--- src/rtl/uart_pkg.sv ---
// uart_pkg: types and helpers shared by the UART receive path (and the future
// transmit path).
//   rx_state_t       receiver FSM states
//   PARITY_*         parity-mode encodings used by the PARITY parameter
//   expected_parity  parity bit the transmitter should have sent for a word
package uart_pkg;

    typedef enum logic [2:0] {
        IDLE,
        START,
        DATA,
        PARITY,
        STOP
    } rx_state_t;

    localparam int PARITY_NONE = 0;
    localparam int PARITY_ODD  = 1;
    localparam int PARITY_EVEN = 2;

    // Data narrower than 8 bits is passed zero-extended. Zero bits do not
    // change the XOR, so the result is the same.
    // Odd parity: data ^ parity_bit == 1.
    // Even parity: data ^ parity_bit == 0.
    function automatic logic expected_parity(input logic [7:0] data, input int mode);
        if (mode == PARITY_ODD) begin
            return ~(^data);
        end
        return ^data;
    endfunction

endpackage

--- src/rtl/uart_sync_fifo.sv ---
// uart_sync_fifo: generic synchronous show-ahead FIFO with registered outputs.
//   clk, srst      clock, synchronous active-high reset (flushes the FIFO)
//   push, din      write request and data; the write is dropped when full,
//                  unless a pop happens in the same cycle
//   full           FIFO holds DEPTH words
//   pop            consume the head word (ignored when empty)
//   empty, dout    registered; dout is the head word whenever !empty
//   overrun        one-cycle pulse after a push was dropped
module uart_sync_fifo #(
    parameter int WIDTH = 8,
    parameter int DEPTH = 4
) (
    input  logic             clk,
    input  logic             srst,
    input  logic             push,
    input  logic [WIDTH-1:0] din,
    output logic             full,
    input  logic             pop,
    output logic             empty,
    output logic [WIDTH-1:0] dout,
    output logic             overrun
);

    localparam int PTR_W = $clog2(DEPTH);
    localparam int CNT_W = PTR_W + 1;

    logic [WIDTH-1:0] mem [DEPTH];
    logic [PTR_W-1:0] wr_ptr_reg;
    logic [PTR_W-1:0] rd_ptr_reg;
    logic [PTR_W-1:0] rd_ptr_next;
    logic [CNT_W-1:0] count_reg;
    logic [CNT_W-1:0] count_next;
    logic [CNT_W-1:0] remain;
    logic [WIDTH-1:0] head_reg;
    logic [WIDTH-1:0] head_next;
    logic             empty_reg;
    logic             overrun_reg;
    logic             do_pop;
    logic             do_push;

    assign full        = (count_reg == CNT_W'(DEPTH));
    assign do_pop      = pop && (count_reg != '0);
    // A pop in the same cycle frees a slot, so a push into a full FIFO is still taken.
    assign do_push     = push && (!full || do_pop);
    assign rd_ptr_next = rd_ptr_reg + PTR_W'(do_pop);
    assign remain      = count_reg - CNT_W'(do_pop);
    assign count_next  = remain + CNT_W'(do_push);

    // The head register is preloaded with the word that will be at the front
    // after this cycle. That is an older stored word if one remains.
    // Otherwise it is the word being pushed now (bypass path).
    always_comb begin
        head_next = head_reg;
        if (remain != '0) begin
            head_next = mem[rd_ptr_next];
        end else if (do_push) begin
            head_next = din;
        end
    end

    always_ff @(posedge clk) begin
        if (do_push) begin
            mem[wr_ptr_reg] <= din;
        end
    end

    always_ff @(posedge clk) begin
        if (srst) begin
            wr_ptr_reg  <= '0;
            rd_ptr_reg  <= '0;
            count_reg   <= '0;
            head_reg    <= '0;
            empty_reg   <= 1'b1;
            overrun_reg <= 1'b0;
        end else begin
            wr_ptr_reg  <= wr_ptr_reg + PTR_W'(do_push);
            rd_ptr_reg  <= rd_ptr_next;
            count_reg   <= count_next;
            head_reg    <= head_next;
            empty_reg   <= (count_next == '0);
            overrun_reg <= push && !do_push;
        end
    end

    assign empty   = empty_reg;
    assign dout    = head_reg;
    assign overrun = overrun_reg;

endmodule

--- src/rtl/uart_rx_fifo.sv ---
// uart_rx_fifo: UART receiver with 3-sample mid-bit majority voting, per-word
// parity/framing flags and a show-ahead output FIFO.
//   i_clk, i_reset     clock, synchronous active-high reset
//   i_serialIn         asynchronous RX line, idle high
//   o_valid, i_ready   head-word handshake; a pop happens when both are high
//   o_data             head word data (LSB received first)
//   o_parityErr        head word parity mismatch
//   o_frameErr         head word had a stop bit sampled low
//   o_overrun          one-cycle pulse when a completed word was dropped
//   o_busy             receiver is not idle
module uart_rx_fifo #(
    parameter int CLK_DIVIDE = 868,
    parameter int DATA_BITS  = 8,
    parameter int PARITY     = 0,
    parameter int STOP_BITS  = 1,
    parameter int FIFO_DEPTH = 4
) (
    input  logic                 i_clk,
    input  logic                 i_reset,
    input  logic                 i_serialIn,
    output logic                 o_valid,
    input  logic                 i_ready,
    output logic [DATA_BITS-1:0] o_data,
    output logic                 o_parityErr,
    output logic                 o_frameErr,
    output logic                 o_overrun,
    output logic                 o_busy
);

    import uart_pkg::*;

    localparam int CNT_W = $clog2(CLK_DIVIDE);
    localparam int H     = CLK_DIVIDE / 2;
    localparam int FW    = DATA_BITS + 2;
    localparam logic [CNT_W-1:0] CNT_LAST = CNT_W'(CLK_DIVIDE - 1);
    localparam logic [CNT_W-1:0] CNT_S0   = CNT_W'(H - 1);
    localparam logic [CNT_W-1:0] CNT_S1   = CNT_W'(H);
    localparam logic [CNT_W-1:0] CNT_DEC  = CNT_W'(H + 1);

    logic                 sync1_reg;
    logic                 rx_s_reg;
    rx_state_t            state_reg;
    rx_state_t            state_next;
    logic [CNT_W-1:0]     cnt_reg;
    logic [2:0]           bit_idx_reg;
    logic                 samp0_reg;
    logic                 samp1_reg;
    logic [DATA_BITS-1:0] shift_reg;
    logic                 parity_err_reg;
    logic                 frame_err_reg;
    logic                 armed_reg;
    logic                 busy_reg;
    logic                 decide;
    logic                 vote;
    logic                 last_data;
    logic                 last_stop;
    logic                 push;
    logic [FW-1:0]        push_word;
    logic [FW-1:0]        fifo_dout;
    logic                 fifo_empty;

    assign decide    = (cnt_reg == CNT_DEC);
    // The third sample is rx_s itself in the decision cycle.
    assign vote      = (samp0_reg & samp1_reg) | (samp0_reg & rx_s_reg) | (samp1_reg & rx_s_reg);
    assign last_data = (bit_idx_reg == 3'(DATA_BITS - 1));
    assign last_stop = (bit_idx_reg == 3'(STOP_BITS - 1));
    // The current stop-bit decision is folded in directly. The word is pushed
    // in the same cycle that decision is made.
    assign push_word = {frame_err_reg | ~vote, parity_err_reg, shift_reg};

    always_comb begin
        state_next = state_reg;
        push       = 1'b0;
        case (state_reg)
            IDLE: begin
                if (armed_reg && !rx_s_reg) begin
                    state_next = START;
                end
            end
            START: begin
                if (decide) begin
                    state_next = vote ? IDLE : DATA;
                end
            end
            DATA: begin
                if (decide && last_data) begin
                    state_next = (PARITY != PARITY_NONE) ? uart_pkg::PARITY : STOP;
                end
            end
            uart_pkg::PARITY: begin
                if (decide) begin
                    state_next = STOP;
                end
            end
            STOP: begin
                if (decide && last_stop) begin
                    state_next = IDLE;
                    push       = 1'b1;
                end
            end
            default: state_next = IDLE;
        endcase
    end

    always_ff @(posedge i_clk) begin
        if (i_reset) begin
            sync1_reg      <= 1'b1;
            rx_s_reg       <= 1'b1;
            state_reg      <= IDLE;
            cnt_reg        <= '0;
            bit_idx_reg    <= '0;
            samp0_reg      <= 1'b1;
            samp1_reg      <= 1'b1;
            shift_reg      <= '0;
            parity_err_reg <= 1'b0;
            frame_err_reg  <= 1'b0;
            armed_reg      <= 1'b1;
            busy_reg       <= 1'b0;
        end else begin
            sync1_reg <= i_serialIn;
            rx_s_reg  <= sync1_reg;
            state_reg <= state_next;
            busy_reg  <= (state_reg != IDLE);
            if (state_reg == IDLE) begin
                cnt_reg        <= '0;
                bit_idx_reg    <= '0;
                parity_err_reg <= 1'b0;
                frame_err_reg  <= 1'b0;
                // The line must be seen high before the next start bit is
                // accepted. Without this, a held break would be received
                // over and over.
                if (rx_s_reg) begin
                    armed_reg <= 1'b1;
                end
            end else begin
                // Runs freely from the start-bit edge. The start bit's full
                // period is counted, so every decision point is at cnt = H+1.
                cnt_reg <= (cnt_reg == CNT_LAST) ? '0 : cnt_reg + CNT_W'(1);
                if (cnt_reg == CNT_S0) begin
                    samp0_reg <= rx_s_reg;
                end
                if (cnt_reg == CNT_S1) begin
                    samp1_reg <= rx_s_reg;
                end
                if (decide) begin
                    case (state_reg)
                        DATA: begin
                            shift_reg   <= {vote, shift_reg[DATA_BITS-1:1]};
                            bit_idx_reg <= last_data ? 3'd0 : bit_idx_reg + 3'd1;
                        end
                        uart_pkg::PARITY: begin
                            parity_err_reg <= (vote != expected_parity(8'(shift_reg), PARITY));
                        end
                        STOP: begin
                            if (!vote) begin
                                frame_err_reg <= 1'b1;
                            end
                            bit_idx_reg <= bit_idx_reg + 3'd1;
                            if (last_stop) begin
                                armed_reg <= 1'b0;
                            end
                        end
                        default: ;
                    endcase
                end
            end
        end
    end

    uart_sync_fifo #(
        .WIDTH(FW),
        .DEPTH(FIFO_DEPTH)
    ) u_fifo (
        .clk    (i_clk),
        .srst   (i_reset),
        .push   (push),
        .din    (push_word),
        .full   (),
        .pop    (i_ready),
        .empty  (fifo_empty),
        .dout   (fifo_dout),
        .overrun(o_overrun)
    );

    assign o_valid                              = ~fifo_empty;
    assign {o_frameErr, o_parityErr, o_data}    = fifo_dout;
    assign o_busy                               = busy_reg;

endmodule
--- config.mk ---
export PLATFORM = sky130hd
export DESIGN_NAME = uart_rx_fifo
export DESIGN_NICKNAME = d
export VERILOG_FILES = /design/src/rtl/uart_pkg.sv /design/src/rtl/uart_sync_fifo.sv /design/src/rtl/uart_rx_fifo.sv
export SDC_FILE = /design/constraint.sdc
export NUM_CORES = 1
export LEC_CHECK = 0
export CAP_MARGIN = 20
export CELL_PAD_IN_SITES_DETAIL_PLACEMENT = 1
export CELL_PAD_IN_SITES_GLOBAL_PLACEMENT = 1
export CORE_AREA = 3 3 104 86
export DETAILED_ROUTE_END_ITERATION = 6
export DIE_AREA = 0 0 107 89
export HOLD_SLACK_MARGIN = 0.06
export PLACE_DENSITY = 0.77
export RECOVER_POWER = 100
export SYNTH_ARGS = -nofsm -noshare
export SYNTH_HDL_FRONTEND = slang
export SYNTH_SLANG_ARGS = --single-unit
--- constraint.sdc ---
create_clock -name i_clk -period 3.1 [get_ports i_clk]
set_clock_uncertainty 0.15 [all_clocks]
set_input_delay 0.465 -clock i_clk [delete_from_list [all_inputs] [get_ports i_clk]]
set_output_delay 0.465 -clock i_clk [all_outputs]
set_load 0.02 [all_outputs]
==> flow_metrics.py <==
metrics = {
    "outcome": {
        "outcome": "complete, but fails checks",
        "violations": "max-capacitance violations, max-slew violations",
    },
    "sta": {
        "tns_ns": 0,
        "hold_violations": 0,
        "period_needed_ns": 2.71,
        "holdWs_ns": 0.292,
        "rsz0062_at_grt": "no",
        "finalWorstSetupSlack_ns": 0.390,
        "setup_viol": 0,
        "drv_slew": 35,
        "tightest_slew_ns": 1.62,
        "max_freq_mhz": 369,
        "relSlewSlack": -0.0804,
        "fin_crit_sh": 0.874,
    },
    "floorplanning": {
        "ioPinCount": 17,
        "core-area_sq_mm": 0.00795,
        "rows": 29,
        "start_util": 0.489,
        "fp.dieH_microns": 89,
        "fp.dieW_microns": 107,
        "dieArea_sq_mm": 0.00952,
    },
    "critical_path": {
        "crit_path_max_incr_delay_ns": 0.57,
        "path_max_fanout": 10,
        "path_class": "register to register",
        "critPathArrivalTime_ns": 2.54,
        "timing.rr.start": "cnt_reg[0]",
        "endpoint_kind": "register",
        "crit_chain": "ha_1 > and4bb_1 > nand4_4 > nor4b_1 > clkbuf_1",
        "critPathRequiredTime_ns": 2.93,
        "startpoint": "cnt_reg[0]",
        "slowest_stage": "clkbuf_1",
        "start_kind": "register",
    },
    "yosys": {
        "netlist_area_sq_mm": 0.00388,
        "ys_async_sr_fraction": 0,
        "synth_edf_count": 40,
        "synthTopCellsByCount": "51 x dfxtp_1, 42 x nor2_1, 40 x edfxtp_1, 21 x mux2i_1, 15 x inv_1",
        "synth_area_leaders": "edfxtp_1 31%, dfxtp_1 26%, mux4_2 5.8%",
        "synth_top_area_frac": 0.309,
        "synth_cells": 309,
        "yosysSeqAreaShare": 0.572,
        "synth_fp_nets": 325,
        "synth_area_leader_cell": "edfxtp_1",
        "ys_warn_count": 0,
        "synth.most_common_cell": "dfxtp_1",
        "synth_seq_cells": 91,
        "ys.flop_type": "dfxtp_1",
        "syn_area_per_cell_sq_um": 12.6,
        "synth.distinct_cells": 49,
    },
    "clock_tree": {
        "htree_num_levels": 3,
        "cts_resized": 0,
        "path_clk_slew_ns": 0.09,
        "ctsLongestPathBuffers": 2,
        "clock-sinks": 91,
        "cts_made_buffers": 9,
        "clk_latency_ns": 0.35,
        "cts_root_buf": "clkbuf_8",
        "cts_setup_buffers": 0,
        "cts_hold_buf": 0,
        "cts_tree": "built",
    },
    "drt": {
        "drt_iter0_drc": 106,
        "totalWireLength_microns": 8260,
        "drc": 0,
        "ant_nets": 0,
        "first_pass_iters": 4,
        "routedWlPerCell_microns": 18.7,
        "vias": 2368,
        "drt-vias-per-instance": 5.36,
    },
    "grt": {
        "track_usage": 0.190,
        "grt_max_degree": 35,
        "antenna_found_initial": 0,
        "grt_overflow": 0,
        "grt_pass1_vias": 2456,
        "grt_pass1_wl_microns": 13500,
    },
    "power": {
        "total_power_mw": 3.38,
        "p_leak_nw": 1.53,
        "p_per_area_mw_per_mm2": 777,
        "peakVddDrop_mv": 0.489,
    },
    "hold_path": {
        "hold_class": "register to register",
        "min_from": "sync1_reg",
    },
    "placed_design": {
        "pre_cts_slack_ns": 0.205,
        "hpwl_microns": 5680,
        "placed_cells": 426,
        "placed_cell_area_sq_mm": 0.00416,
        "gp_congestion": 0.776,
        "io_buffers": 16,
    },
    "flow_run": {
        "cap_violations": 1,
    },
    "final_layout": {
        "largest_reg_flops": 40,
        "fin_cells": 442,
        "nFillCells": 802,
        "finish.utilization": 0.548,
        "diodes": 0,
        "postLayoutCellArea_sq_mm": 0.00435,
        "fin_nets": 345,
        "syn_to_final_growth_pct": 12.1,
        "drive_gt1_frac": 0.117,
    },
}
## worst max-delay path, delay by kind of cell (launching register included)
family | cells | cell delay [ns]
adder cells (fa/ha/maj) | 1 | 0.25
buffers and inverters | 1 | 0.57
flip-flops | 1 | 0.42
AND/OR/NAND/NOR | 3 | 0.95
## cell usage in the layout, fill, tap and decap left out, types with 4 or more instances in the layout
cell	n
a211oi_1	10
a21oi_1	8
clkbuf_1	4
clkbuf_8	9
dfxtp_1	51
dlygate4sd3_1	14
edfxtp_1	40
ha_1	12
inv_1	15
mux2i_1	21
mux4_2	10
nand2_1	7
nand3_1	8
nand4_1	4
nor2_1	42
nor2b_1	7
nor4_1	4
or2_2	4
xnor2_1	14
xor2_1	5
## power breakdown
part	total, mW	internal [mW]	switching [mW]
logic	1.02	0.460	0.565
registers	1.38	1.33	0.0511
clock network	0.977	0.542	0.436
total	3.38	2.33	1.05
## logic make-up (layout without fill, tap and decap cells)
kind of cell,after synthesis,count (layout),synth area share
xor gates and xnor gates,20,20,0.0486
and+or+nand+nor,96,96,0.142
DFF,91,91,0.572
AOI/OAI and AO/OA,28,28,0.0483
adders and majority gates,12,12,0.0387
buffers and inverters,31,56,0.0380
muxes,31,31,0.112
## per-layer routing
metal | vias up | global-route usage | part of all wire | routed length (microns)
met5 | - | 0 | 0 | 0
met4 | 0 | 0.0348 | 0.012 | 98
met3 | 7 | 0.0477 | 0.020 | 168
met2 | 30 | 0.312 | 0.48 | 3960
met1 | 1191 | 0.262 | 0.49 | 4030
li1 | 1140 | - | - | -
## area by class of cell
class	count	area [sq um]	area share
inverter	16	60.1	0.0138
clock inverter	7	123	0.0282
clock buffer	9	124	0.0285
sequential	91	2220	0.510
timing repair buffer	24	203	0.0466
tap	108	135	0.0310
multi-input combinational	187	1490	0.341
## final timing paths
kind                                    endpoint  cells past startpoint  slack (ns)
worst max-delay path            u_fifo.mem[2][4]                      5        0.39
worst min-delay path                    rx_s_reg                      1        0.29
worst max register to register  u_fifo.mem[2][4]                      5        0.39
worst min register to register          rx_s_reg                      1        0.29
Note: power is estimated with default switching activity, not from simulation.
==> variant: new RTL, config.mk and constraints unchanged <==
Put a register stage on the output `o_overrun`. The value now appears one clock later. The other outputs are not delayed to match. Comments in the files are not updated.
--- a/src/rtl/uart_rx_fifo.sv
+++ b/src/rtl/uart_rx_fifo.sv
@@ -36,6 +36,8 @@
     localparam logic [CNT_W-1:0] CNT_S0   = CNT_W'(H - 1);
     localparam logic [CNT_W-1:0] CNT_S1   = CNT_W'(H);
     localparam logic [CNT_W-1:0] CNT_DEC  = CNT_W'(H + 1);
+
+    logic o_overrun_d;
 
     logic                 sync1_reg;
     logic                 rx_s_reg;
@@ -179,11 +181,15 @@
         .pop    (i_ready),
         .empty  (fifo_empty),
         .dout   (fifo_dout),
-        .overrun(o_overrun)
+        .overrun(o_overrun_d)
     );
 
     assign o_valid                              = ~fifo_empty;
     assign {o_frameErr, o_parityErr, o_data}    = fifo_dout;
     assign o_busy                               = busy_reg;
 
+    always_ff @(posedge i_clk) begin
+        o_overrun <= o_overrun_d;
+    end
+
 endmodule
Check against the original RTL: no difference found for any inputs over 10 cycles, from zero or initial values and one cycle with i_reset high; that may be too few to reach the edited logic, so the function may still have changed.
==> variant against the original RTL <==
- the flow still finishes with violations (capacitance limit, slew limit)
- die area is the same
- area after synthesis grew 0.52%
- utilization grew 0.17 points
- design area grew 0.32%
- routed wire length shrank 0.11%
- sequential cell count grew 1
- synthesized cell count grew 0.32%
- total power shrank 0.35%
- setup slack lost 47 ps
- highest routed layer unchanged
==> variant: results (changes against the original RTL) <==
run_status:
  status: "complete, but fails checks"  # unchanged
  violations: "capacitance limit, slew limit"  # unchanged
setup_path:
  crit_arrival_ps: 2650  # was 2540 ps
  cp_max_fo: 13  # was 10
run:
  maxCapViolCount: 1  # unchanged
place:
  dp_hpwl_mm: 5.760  # was 5.683 mm
  gp_congestion: 0.7290  # was 0.7762
  dp.cells: 427  # was 426
finish:
  fin_nets: 346  # was 345
  layout-drive-gt1-share_pct: 11.64  # was 11.68%
  fillerInstances: 815  # was 802
  stdcell_count: 443  # was 442
  antenna_cells: 0  # unchanged
  largest_reg_flops: 40  # unchanged
global_routing:
  grt_pass1_vias: 2562  # was 2456
  grt_pass1_wl_mm: 13.55  # was 13.51 mm
  grt_usage_pct: 19.02  # was 19.01%
power:
  p_leak_nw: 1.545  # was 1.530 nW
  ir_drop_v: 0.0006143  # was 0.0004888 V
logic_synthesis:
  synthTopCellsByArea: "edfxtp_1, dfxtp_1, mux4_2, mux2i_1, nor2_1"  # unchanged
  synth_common_cells: "dfxtp_1, nor2_1, edfxtp_1, mux2i_1, inv_1"  # unchanged
  seq_area_frac_synth_pct: 57.44  # was 57.22%
  synth.net_count: 326  # was 325
  synth_cells: 310  # was 309
route:
  via_count: 2406  # was 2368
  wire_per_inst_um: 18.62  # was 18.68 um
  drt_first_iter_violations: 126  # was 106
timing:
  tightest_slew_ps: 1577  # was 1621 ps
  finalSetupViolations: 0  # unchanged
  drv_slew: 35  # unchanged
clock_network:
  clockRootBuffer: "clkbuf_8"  # unchanged
  clock_latency_ps: 360
  h-tree-depth: 3  # unchanged
==> variant: area by class of cell <==
class | instances | share of cell area (%)
multi-input combinational | 187 | 34.04
timing repair buffer | 24 | 4.670
clock buffer | 10 | 3.410
tap | 108 | 3.095
clock inverter | 6 | 2.063
inverter | 16 | 1.375
sequential | 92 | 51.35
==> variant: metal layers <==
| metal | wire, um | share of wire [%] | GRT usage [%] | vias up |
|---|---|---|---|---|
| li1 | - | - | - | 1143 |
| met1 | 3975 | 48 | 25.22 | 1220 |
| met2 | 3890 | 47 | 31.66 | 37 |
| met3 | 332 | 4.0 | 5.343 | 6 |
| met4 | 49 | 0.59 | 4.181 | 0 |
| met5 | 0 | 0 | 0 | - |
==> variant: worst paths after layout <==
path,start,end,slack (ps),depth (start not counted)
worst max register to register,cnt_reg[0],u_fifo.mem[3][4],340,7
worst min register to register,u_fifo.overrun,o_overrun,190,0
worst max-delay path,cnt_reg[0],u_fifo.mem[3][4],340,7
worst min-delay path,u_fifo.overrun,o_overrun,190,0
==> variant: logic make-up after synthesis <==
| kind of cell | after synthesis | synth area share [%] |
|---|---|---|
| buffers and inverters | 31 | 3.782 |
| AO/OA/AOI/OAI | 28 | 4.808 |
| AND/OR/NAND/NOR | 96 | 14.13 |
| adder cells (fa/ha/maj) | 12 | 3.846 |
| multiplexers | 31 | 11.15 |
| XOR/XNOR | 20 | 4.840 |
| flip-flops | 92 | 57.44 |
==> variant: through the flow <==
stage	setup slack [ps]	cell area [sq um]
after floorplan	243.5	3904
after global placement	268.0	4184
after detailed placement	209.6	4184
after CTS	385.1	4423
after global routing	146.5	4367
final	343.1	4367
==> variant: critical path, cell delays in order (launching register included) <==
cell,delay [ps]
dfxtp_1,420
ha_1,270
and4bb_1,320
nand4_4,210
nor2_8,160
clkbuf_2,380
and3_1,220
clkbuf_2,290
==> variant: report_power, final <==
group | internal (mW) | switching, mW
registers | 1.34 | 0.0522
logic | 0.476 | 0.567
clock network | 0.508 | 0.425
total | 2.33 | 1.04
